<file path="src/rtl/ddr4_cmd_issuer.sv">
// ddr4_cmd_issuer: last stage before the DDR4 pins. Tracks per-bank open/closed
// state with activation/precharge countdowns, accepts scheduler commands over
// valid/ready, drives registered command/address/data pins and returns read
// data CAS_LATENCY cycles after the read command reaches the pins.
module ddr4_cmd_issuer #(
    parameter int unsigned CAS_LATENCY        = 22,
    parameter int unsigned ACTIVATION_LATENCY = 8,
    parameter int unsigned PRECHARGE_LATENCY  = 5,
    parameter int unsigned ROW_BITS           = 8,
    parameter int unsigned COL_BITS           = 4,
    parameter int unsigned BANK_GROUPS        = 4,
    parameter int unsigned BANKS_PER_GROUP    = 4
) (
    input  logic                                    clk,
    input  logic                                    rst_in,
    input  logic                                    cmd_valid_in,
    output logic                                    cmd_ready_out,
    input  logic [2:0]                              cmd_in,
    input  logic [$clog2(BANK_GROUPS)-1:0]          bank_group_in,
    input  logic [$clog2(BANKS_PER_GROUP)-1:0]      bank_in,
    input  logic [ROW_BITS-1:0]                     row_in,
    input  logic [COL_BITS-1:0]                     col_in,
    input  logic [63:0]                             wdata_in,
    output logic                                    act_out,
    output logic [1:0]                              dram_cmd_out,
    output logic [16:0]                             dram_addr_out,
    output logic [$clog2(BANK_GROUPS)-1:0]          bg_out,
    output logic [$clog2(BANKS_PER_GROUP)-1:0]      ba_out,
    output logic [63:0]                             dq_out,
    output logic                                    dq_oe_out,
    input  logic [63:0]                             dq_in,
    output logic                                    rdata_valid_out,
    output logic [63:0]                             rdata_out,
    output logic [BANK_GROUPS*BANKS_PER_GROUP-1:0]  bank_open_out,
    output logic                                    err_out
);

    localparam int unsigned NBANKS  = BANK_GROUPS * BANKS_PER_GROUP;
    localparam int unsigned IDX_W   = $clog2(NBANKS);
    localparam int unsigned BG_W    = $clog2(BANK_GROUPS);
    localparam int unsigned BA_W    = $clog2(BANKS_PER_GROUP);
    localparam int unsigned ADDR_W  = 17;
    localparam int unsigned MAX_LAT = (ACTIVATION_LATENCY > PRECHARGE_LATENCY) ?
                                      ACTIVATION_LATENCY : PRECHARGE_LATENCY;
    localparam int unsigned CNT_W   = (MAX_LAT > 1) ? $clog2(MAX_LAT) : 1;
    localparam int unsigned INF_W   = $clog2(CAS_LATENCY + 3);

    localparam logic [2:0] CMD_RD  = 3'd0;
    localparam logic [2:0] CMD_WR  = 3'd1;
    localparam logic [2:0] CMD_ACT = 3'd2;
    localparam logic [2:0] CMD_PRE = 3'd3;

    localparam logic [1:0] PIN_NOP = 2'd0;
    localparam logic [1:0] PIN_RD  = 2'd1;
    localparam logic [1:0] PIN_WR  = 2'd2;
    localparam logic [1:0] PIN_PRE = 2'd3;

    typedef enum logic [1:0] {
        BANK_IDLE,
        BANK_ACTIVATING,
        BANK_OPEN,
        BANK_PRECHARGING
    } bank_state_e;

    bank_state_e           state_q [NBANKS];
    bank_state_e           state_d [NBANKS];
    logic [CNT_W-1:0]      cnt_q   [NBANKS];
    logic [CNT_W-1:0]      cnt_d   [NBANKS];
    logic [ROW_BITS-1:0]   row_q   [NBANKS];
    logic [ROW_BITS-1:0]   row_d   [NBANKS];

    logic [CAS_LATENCY:0]  rd_pipe_q, rd_pipe_d;
    logic [INF_W-1:0]      inflight_q, inflight_d;

    logic                  act_q, act_d;
    logic [1:0]            dram_cmd_q, dram_cmd_d;
    logic [ADDR_W-1:0]     addr_q, addr_d;
    logic [BG_W-1:0]       bg_q, bg_d;
    logic [BA_W-1:0]       ba_q, ba_d;
    logic [63:0]           dq_q, dq_d;
    logic                  dq_oe_q, dq_oe_d;
    logic                  err_q, err_d;
    logic                  rdata_valid_q, rdata_valid_d;
    logic [63:0]           rdata_q, rdata_d;
    logic [NBANKS-1:0]     bank_open_q, bank_open_d;

    logic [IDX_W-1:0]      bank_idx;
    bank_state_e           cur_state;
    logic                  row_hit;
    logic                  fire;
    logic                  rd_issue;

    assign bank_idx = IDX_W'(bank_group_in) * IDX_W'(BANKS_PER_GROUP) + IDX_W'(bank_in);

    // State register: bank FSMs, read pipe and all registered outputs
    always_ff @(posedge clk or posedge rst_in) begin
        if (rst_in) begin
            state_q       <= '{default: BANK_IDLE};
            cnt_q         <= '{default: '0};
            row_q         <= '{default: '0};
            rd_pipe_q     <= '0;
            inflight_q    <= '0;
            act_q         <= 1'b0;
            dram_cmd_q    <= PIN_NOP;
            addr_q        <= '0;
            bg_q          <= '0;
            ba_q          <= '0;
            dq_q          <= '0;
            dq_oe_q       <= 1'b0;
            err_q         <= 1'b0;
            rdata_valid_q <= 1'b0;
            rdata_q       <= '0;
            bank_open_q   <= '0;
        end else begin
            state_q       <= state_d;
            cnt_q         <= cnt_d;
            row_q         <= row_d;
            rd_pipe_q     <= rd_pipe_d;
            inflight_q    <= inflight_d;
            act_q         <= act_d;
            dram_cmd_q    <= dram_cmd_d;
            addr_q        <= addr_d;
            bg_q          <= bg_d;
            ba_q          <= ba_d;
            dq_q          <= dq_d;
            dq_oe_q       <= dq_oe_d;
            err_q         <= err_d;
            rdata_valid_q <= rdata_valid_d;
            rdata_q       <= rdata_d;
            bank_open_q   <= bank_open_d;
        end
    end

    // Acceptance decision, bank FSM next state, pin command and read-return logic
    always_comb begin
        state_d       = state_q;
        cnt_d         = cnt_q;
        row_d         = row_q;
        act_d         = 1'b0;
        dram_cmd_d    = PIN_NOP;
        addr_d        = '0;
        bg_d          = bg_q;
        ba_d          = ba_q;
        dq_d          = dq_q;
        dq_oe_d       = 1'b0;
        err_d         = 1'b0;
        rd_issue      = 1'b0;
        cmd_ready_out = 1'b1;
        cur_state     = state_q[bank_idx];
        row_hit       = (row_q[bank_idx] == row_in);

        // Countdowns: the transition lands on the cycle the counter would hit zero
        for (int i = 0; i < NBANKS; i++) begin
            if (state_q[i] == BANK_ACTIVATING) begin
                cnt_d[i] = cnt_q[i] - CNT_W'(1);
                if (cnt_q[i] == CNT_W'(1)) state_d[i] = BANK_OPEN;
            end else if (state_q[i] == BANK_PRECHARGING) begin
                cnt_d[i] = cnt_q[i] - CNT_W'(1);
                if (cnt_q[i] == CNT_W'(1)) state_d[i] = BANK_IDLE;
            end
        end

        // Stall only while the target bank is mid-transition (or bus turnaround for WR)
        case (cmd_in)
            CMD_RD:  cmd_ready_out = (cur_state != BANK_ACTIVATING);
            CMD_WR:  cmd_ready_out = (cur_state != BANK_ACTIVATING) && (inflight_q == '0);
            CMD_ACT: cmd_ready_out = (cur_state != BANK_PRECHARGING);
            CMD_PRE: cmd_ready_out = (cur_state != BANK_ACTIVATING);
            default: cmd_ready_out = 1'b1;
        endcase

        fire = cmd_valid_in && cmd_ready_out;

        if (fire) begin
            case (cmd_in)
                CMD_RD, CMD_WR: begin
                    if ((cur_state == BANK_OPEN) && row_hit) begin
                        dram_cmd_d = (cmd_in == CMD_RD) ? PIN_RD : PIN_WR;
                        addr_d     = ADDR_W'(col_in);
                        bg_d       = bank_group_in;
                        ba_d       = bank_in;
                        if (cmd_in == CMD_WR) begin
                            dq_d    = wdata_in;
                            dq_oe_d = 1'b1;
                        end else begin
                            rd_issue = 1'b1;
                        end
                    end else begin
                        err_d = 1'b1;
                    end
                end
                CMD_ACT: begin
                    if (cur_state == BANK_IDLE) begin
                        act_d           = 1'b1;
                        addr_d          = ADDR_W'(row_in);
                        bg_d            = bank_group_in;
                        ba_d            = bank_in;
                        row_d[bank_idx] = row_in;
                        cnt_d[bank_idx] = CNT_W'(ACTIVATION_LATENCY - 1);
                        state_d[bank_idx] = (ACTIVATION_LATENCY > 1) ? BANK_ACTIVATING : BANK_OPEN;
                    end else begin
                        err_d = 1'b1;
                    end
                end
                CMD_PRE: begin
                    // PRE to a closed/closing bank is a silent no-op
                    if (cur_state == BANK_OPEN) begin
                        dram_cmd_d      = PIN_PRE;
                        bg_d            = bank_group_in;
                        ba_d            = bank_in;
                        cnt_d[bank_idx] = CNT_W'(PRECHARGE_LATENCY - 1);
                        state_d[bank_idx] = (PRECHARGE_LATENCY > 1) ? BANK_PRECHARGING : BANK_IDLE;
                    end
                end
                default: err_d = 1'b1;
            endcase
        end

        for (int i = 0; i < NBANKS; i++) begin
            bank_open_d[i] = (state_d[i] == BANK_OPEN);
        end

        // Read return: the pipe tail marks the cycle dq_in carries the data
        rd_pipe_d     = {rd_pipe_q[CAS_LATENCY-1:0], rd_issue};
        rdata_valid_d = rd_pipe_q[CAS_LATENCY];
        rdata_d       = rd_pipe_q[CAS_LATENCY] ? dq_in : rdata_q;

        // A read stays in flight until its rdata_valid_out cycle has passed
        inflight_d = inflight_q;
        if (rd_issue && !rdata_valid_q) begin
            inflight_d = inflight_q + INF_W'(1);
        end else if (!rd_issue && rdata_valid_q) begin
            inflight_d = inflight_q - INF_W'(1);
        end
    end

    assign act_out         = act_q;
    assign dram_cmd_out    = dram_cmd_q;
    assign dram_addr_out   = addr_q;
    assign bg_out          = bg_q;
    assign ba_out          = ba_q;
    assign dq_out          = dq_q;
    assign dq_oe_out       = dq_oe_q;
    assign err_out         = err_q;
    assign rdata_valid_out = rdata_valid_q;
    assign rdata_out       = rdata_q;
    assign bank_open_out   = bank_open_q;

endmodule

</file>
<file path="config.mk">
export PLATFORM = sky130hd
export DESIGN_NAME = ddr4_cmd_issuer
export DESIGN_NICKNAME = d
export VERILOG_FILES = /design/src/rtl/ddr4_cmd_issuer.sv
export SDC_FILE = /design/constraint.sdc
export NUM_CORES = 1
export LEC_CHECK = 0
export ABC_AREA = 1
export ABC_CLOCK_PERIOD_IN_PS = 26000
export CAP_MARGIN = 20
export CORE_MARGIN = 1
export CORE_UTILIZATION = 30
export DETAILED_ROUTE_END_ITERATION = 12
export GPL_ROUTABILITY_DRIVEN = 0
export HOLD_SLACK_MARGIN = 0.06
export PLACE_DENSITY = 0.48
export SYNTH_ARGS = -nofsm -noshare
export SYNTH_HDL_FRONTEND = slang
export SYNTH_SLANG_ARGS = --single-unit
</file>
<file path="constraint.sdc">
create_clock -name clk -period 26 [get_ports clk]
set_input_delay 2.6 -clock clk [delete_from_list [all_inputs] [get_ports clk]]
set_output_delay 2.6 -clock clk [all_outputs]
set_load 0.01 [all_outputs]
</file>
# After elaboration in Yosys (flattened, before gate mapping)
# Cells that the tools add are included.
op_classes:
  reduce_logical: 18
  add_sub_neg: 19
  n_bitwise: 9
  n_eq_ne: 74
  muxes: 152
  magnitude_cmp: 2
ops:
  columns: ["cell", "count"]
  rows:
  - ["$mux 2", 77]
  - ["$mux 48", 3]
  - ["$bwmux 128", 1]
  - ["$mux 3", 33]
  - ["$mux 32", 3]
  - ["$pmux 48 s2", 1]
  - ["$eq 2x2->1 const B", 33]
  - ["$pmux 32 s2", 1]
  - ["$eq 3x1->1 const B", 17]
  - ["$or 48x48->48", 1]
  - ["$sub 3x1->3 const B", 16]
  - ["$mux 8", 5]
  - ["$and 32x32->32", 1]
  - ["$bmux 8 s4", 1]
  - ["$demux 8 s4", 1]
  - ["$eq 2x1->1 const B", 16]
  - ["$not 32->32", 1]
  - ["$or 16x16->16", 2]
  - ["$or 32x32->32", 1]
  - ["$and 16x16->16", 1]
  - ["$not 16->16", 1]
  - ["$pmux 8 s2", 1]
  - ["$mux 1", 14]
  - ["$demux 3 s4", 1]
  - ["28 further kinds", 42]
word_totals:
  output_inout_bits: 172
  ff_bits: 407
  word_cells: 335
  input_bits: 150

# Depth between registers and ports, before layout
logic_depth:
  word_depth: 14
  mapped_depth: 29
  ltp_nobuf: 26

# Worst setup path after synthesis
# OpenSTA, ideal clock, no wires.
synth_timing:
  kind: "in2out"
  from: "input bank_in[0]"
  to: "output cmd_ready_out"
  path_buffers: 2
  t_arrival_ns: 3.679
  path_stages: 10
  path_slack_ns: 19.721
  t_required_ns: 23.400
  cell_sequence: "buf_4 -> buf_4 -> o21ai_0 -> nand2_1 -> nand2_1 -> nand2_1 -> nand2_1 -> nor2_4 -> o21ai_0 -> nand3b_2"
synth_between:
  elab_chain_cells: 8
  elab_cells_between_ends: 9
  cone_classes: "add/sub (1); eq/ne (2); mux (4); bitwise (1); reduce/logical (1)"
synth_rtl:
  columns: ["item", "line_no", "text"]
  rows:
  - ["start, declared", "20", "input logic [$clog2(BANKS_PER_GROUP)-1:0] bank_in,"]
  - ["$add 4x2->4 (*)", "93", "assign bank_idx = IDX_W'(bank_group_in) * IDX_W'(BANKS_PER_GROUP) + IDX_W'(bank_in);"]
  - ["$not 4->5 (implied by the code) (*)", "149", "cur_state = state_q[bank_idx];"]
  - ["$bmux 2 s4 (*)", "149", null]
  - ["$mux 2 (implied by the code) (*) (2 in a row)", "149", null]
  - ["$ne 2x1->1", "165, 166, 168", null]
  - ["$logic_and 1x1->1", "166", "CMD_WR: cmd_ready_out = (cur_state != BANK_ACTIVATING) && (inflight_q == '0);"]
  - ["$pmux 1 s3 (*)", "164", "case (cmd_in)"]
  - ["end, declared", "17", "output logic cmd_ready_out,"]
# Every way passes the cells marked *; elsewhere a longest branch is shown, timed or not. The select of a mux whose other input is x is not followed.

# Worst setup path in the final report
layout_timing:
  from: "input cmd_in[2]"
  to: "output cmd_ready_out"
layout_between:
  elab_chain_cells: 3
  elab_cells_between_ends: 6
  cone_classes: "eq/ne (3); mux (1); reduce/logical (2)"
layout_rtl:
  columns: ["item", "line_no", "text"]
  rows:
  - ["start, declared", "18", "input logic [2:0] cmd_in,"]
  - ["$eq 3x2->1 or $logic_not 3->1 (tied branches)", "164", null]
  - ["$reduce_or 2->1 (no source line)", null, null]
  - ["$pmux 1 s3 (*)", "164", null]
# Every way passes the cells marked *; elsewhere a longest branch is shown, timed or not.

==> flow_summary.toml <==
[sta]
setup_viol = 0
finalSetupTns_ns = 0
fin_hold_ws_ns = 0.332
min_period_ns = 8.06
rsz0062_at_grt = "no"
clock-skew-final_ns = 0.0242
fmax_mhz = 124
finalHoldViolCount = 0
worst_slew_pin_slew_ns = 1.03
period_share_pct = 31.0
slew_headroom_pct = 31.2
final-max-slew-violation-count = 0

[placed_design]
dp_hpwl_um = 40900
portBuffers = 312

[global_route]
grt_pass1_wl_um = 91900
grt_overflow = 0
grt_pass1_vias = 15500
antenna_found_initial = 2
track_usage_pct = 18.5
grt_max_degree = 143

[layout]
final_common_cell = "nand2_1"
fill_cells = 6282
drive_gt1_share_pct = 7.84
fin_nets = 2663
seq_area_um2 = 9960
syn2layout_area_growth_pct = 28.8
final_cell_mix = "726 x nand2_1, 397 x dfrtp_1, 311 x clkdlybuf4s50_1, 214 x inv_1, 205 x o21ai_0"
multi_input_area_um2 = 7310

[setup_path]
critPathLaunchType = "input pin"
cp_data_required_time_ns = 23.40
cp.arrival_ns = 5.46
crit_type = "input pin to output pin"
path_max_fanout = 67
cp-end-kind = "output pin"

[cts]
cts_buffer_depth = 3
clock_sinks = 398
cts-resized-gates = 0
cts_tree = "yes"
cts_root_buffer = "clkbuf_16"
cts_buffers = 49
cts-hold-fix-buffers = 0
clk_pin_slew_worst_paths_ns = 0.06
h-tree-depth = 2
clkLatencyLatePin_ns = 0.61
post_cts_buffers = 0

[synth]
syn-cell-area_um2 = 18700
synthCells = 2198
synthXorXnorAreaFrac_pct = 0.936
synth_adder_area_share_pct = 2.51
synth_compound_area_share_pct = 8.82
synth_seq_cells = 398
muxShareOfSynthArea_pct = 3.85
syn_avg_cell_area_um2 = 8.51
synth_top_family_by_area = "simple AND/OR/NAND/NOR gates"
ys_seq_area_share_pct = 53.2
ys_types = 39
synth-simple-area-share_pct = 22.7
ys.warnings.count = 0

[status]
outcome = "finished, final reports clean"

[power]
p_leak_nw = 11.8
peakVddDrop_v = 0.0000607
power.density_nw_per_um2 = 73.7

[floorplanning]
coreArea_um2 = 61700
initial_core_util_pct = 30.3
die-area_um2 = 63400
chipWidth_um = 252
die_h_um = 252
io_pins = 322
rows = 91

[worst_hold_path]
hp-class = "register to register"

[route]
wl_um = 58700
ant_nets = 0
via_count = 15800
drt_iter0_drc = 1188
wl_per_cell_um = 17.5
route.detailed.drc = 0
via_per_inst = 4.72
dr.pass1.iters = 7

[run]
cap_violations = 0
-- final timing paths --
check                             start             to  slack, ns  depth (start not counted)
setup reg to reg            state_q[14]  inflight_q[4]      21.58                         25
max in group asynchronous        rst_in     dq_out[57]      21.20                          5
hold / removal             rd_pipe_q[8]   rd_pipe_q[9]       0.33                          0
hold reg to reg            rd_pipe_q[8]   rd_pipe_q[9]       0.33                          0
setup / recovery              cmd_in[2]  cmd_ready_out      17.94                         10
min in group asynchronous        rst_in  rdata_out[39]       2.40                          2
-- flip-flops by register name (all words and copies together) (netlist names) --
name	cells
row_q	128
dq_out	64
rdata_out	64
cnt_q	48
state_q	32
rd_pipe_q	23
bank_open_out	16
dram_addr_out	8
inflight_q	5
ba_out	2
bg_out	2
dram_cmd_out	2
act_out	1
dq_oe_out	1
err_out	1
rdata_valid_out	1
-- report_power, final --
group / switching (mW) / leakage (nW) / internal, mW
clock: 0.279 / 0.786 / 0.402
combinational: 0.199 / 5.86 / 0.139
sequential: 0.0528 / 5.16 / 0.705
total: 0.531 / 11.8 / 1.25
-- area by class of cell --
class | instances | share of cell area [%]
clock inverter | 18 | 0.960
inverter | 224 | 3.52
clock buffer | 69 | 5.73
tap | 837 | 4.35
antenna | 1 | 0.0104
multi-input combinational | 1468 | 30.4
sequential | 398 | 41.3
timing repair buffer | 335 | 13.7
-- kinds of logic (layout without fill, tap and decap cells) --
logic type	after synthesis	in the layout
AND/OR/NAND/NOR	1023	1023
flip-flops	398	398
buffers and inverters	340	646
AO/OA/AOI/OAI	315	315
multiplexers	64	64
adder cells (fa/ha/maj)	37	37
XOR/XNOR	20	20
other	1	10
-- cells in the mapped netlist (all sizes together) --
cell type  instances  area share, %
mux2              64            3.9
nand2            729             15
nand4             71            2.4
conb               1          0.020
a21o               2          0.080
a21oi             70            1.9
nand3             41            1.2
o31ai              3           0.12
a221oi             2          0.094
nor2             150            3.3
or2                5           0.17
fa                 1           0.11
nand3b            21           0.86
a22oi              4           0.16
a21boi             3           0.12
buf               77            2.6
o21ai            215            5.8
o211ai            11           0.44
o2111ai            1          0.047
a31oi              4           0.13
dfrtp            398             53
xor2              11           0.51
inv              222            4.5
nor3               6           0.16
xnor2              9           0.42
clkbuf            39           0.78
clkinv             2          0.040
ha                36            2.4
-- stage by stage --
step	area, um2	utilization [%]	cells	setup slack (ns)	total power [mW]
4_1_cts	24100	39.0	3346	17.96	1.80
2_1_floorplan	18700	-	2206	12.33	0.974
5_1_grt	24100	39.0	3349	17.68	1.89
3_5_place_dp	22400	36.4	3259	17.97	1.11
3_3_place_gp	22400	36.4	3258	18.00	1.10
6_report	24100	39.1	3350	17.94	1.78
-- per-layer routing --
layer	vias to the layer above	share of wire [%]	global-route usage, %
met1	7758	46	26.0
met3	71	5.5	2.87
met2	458	46	29.3
li1	7537	-	-
met5	-	0	0
met4	0	1.9	4.98
-- worst max-delay path: stages --
cell	delay, ns
clkdlybuf4s50_1	0.48
nor2_1	0.38
inv_1	0.17
nor2_4	0.11
buf_4	0.58
a31oi_1	0.16
o21ai_0	0.11
o21ai_1	0.10
nand3b_2	0.15
clkdlybuf4s50_1	0.61
Note: power is estimated with default switching activity, not from simulation.
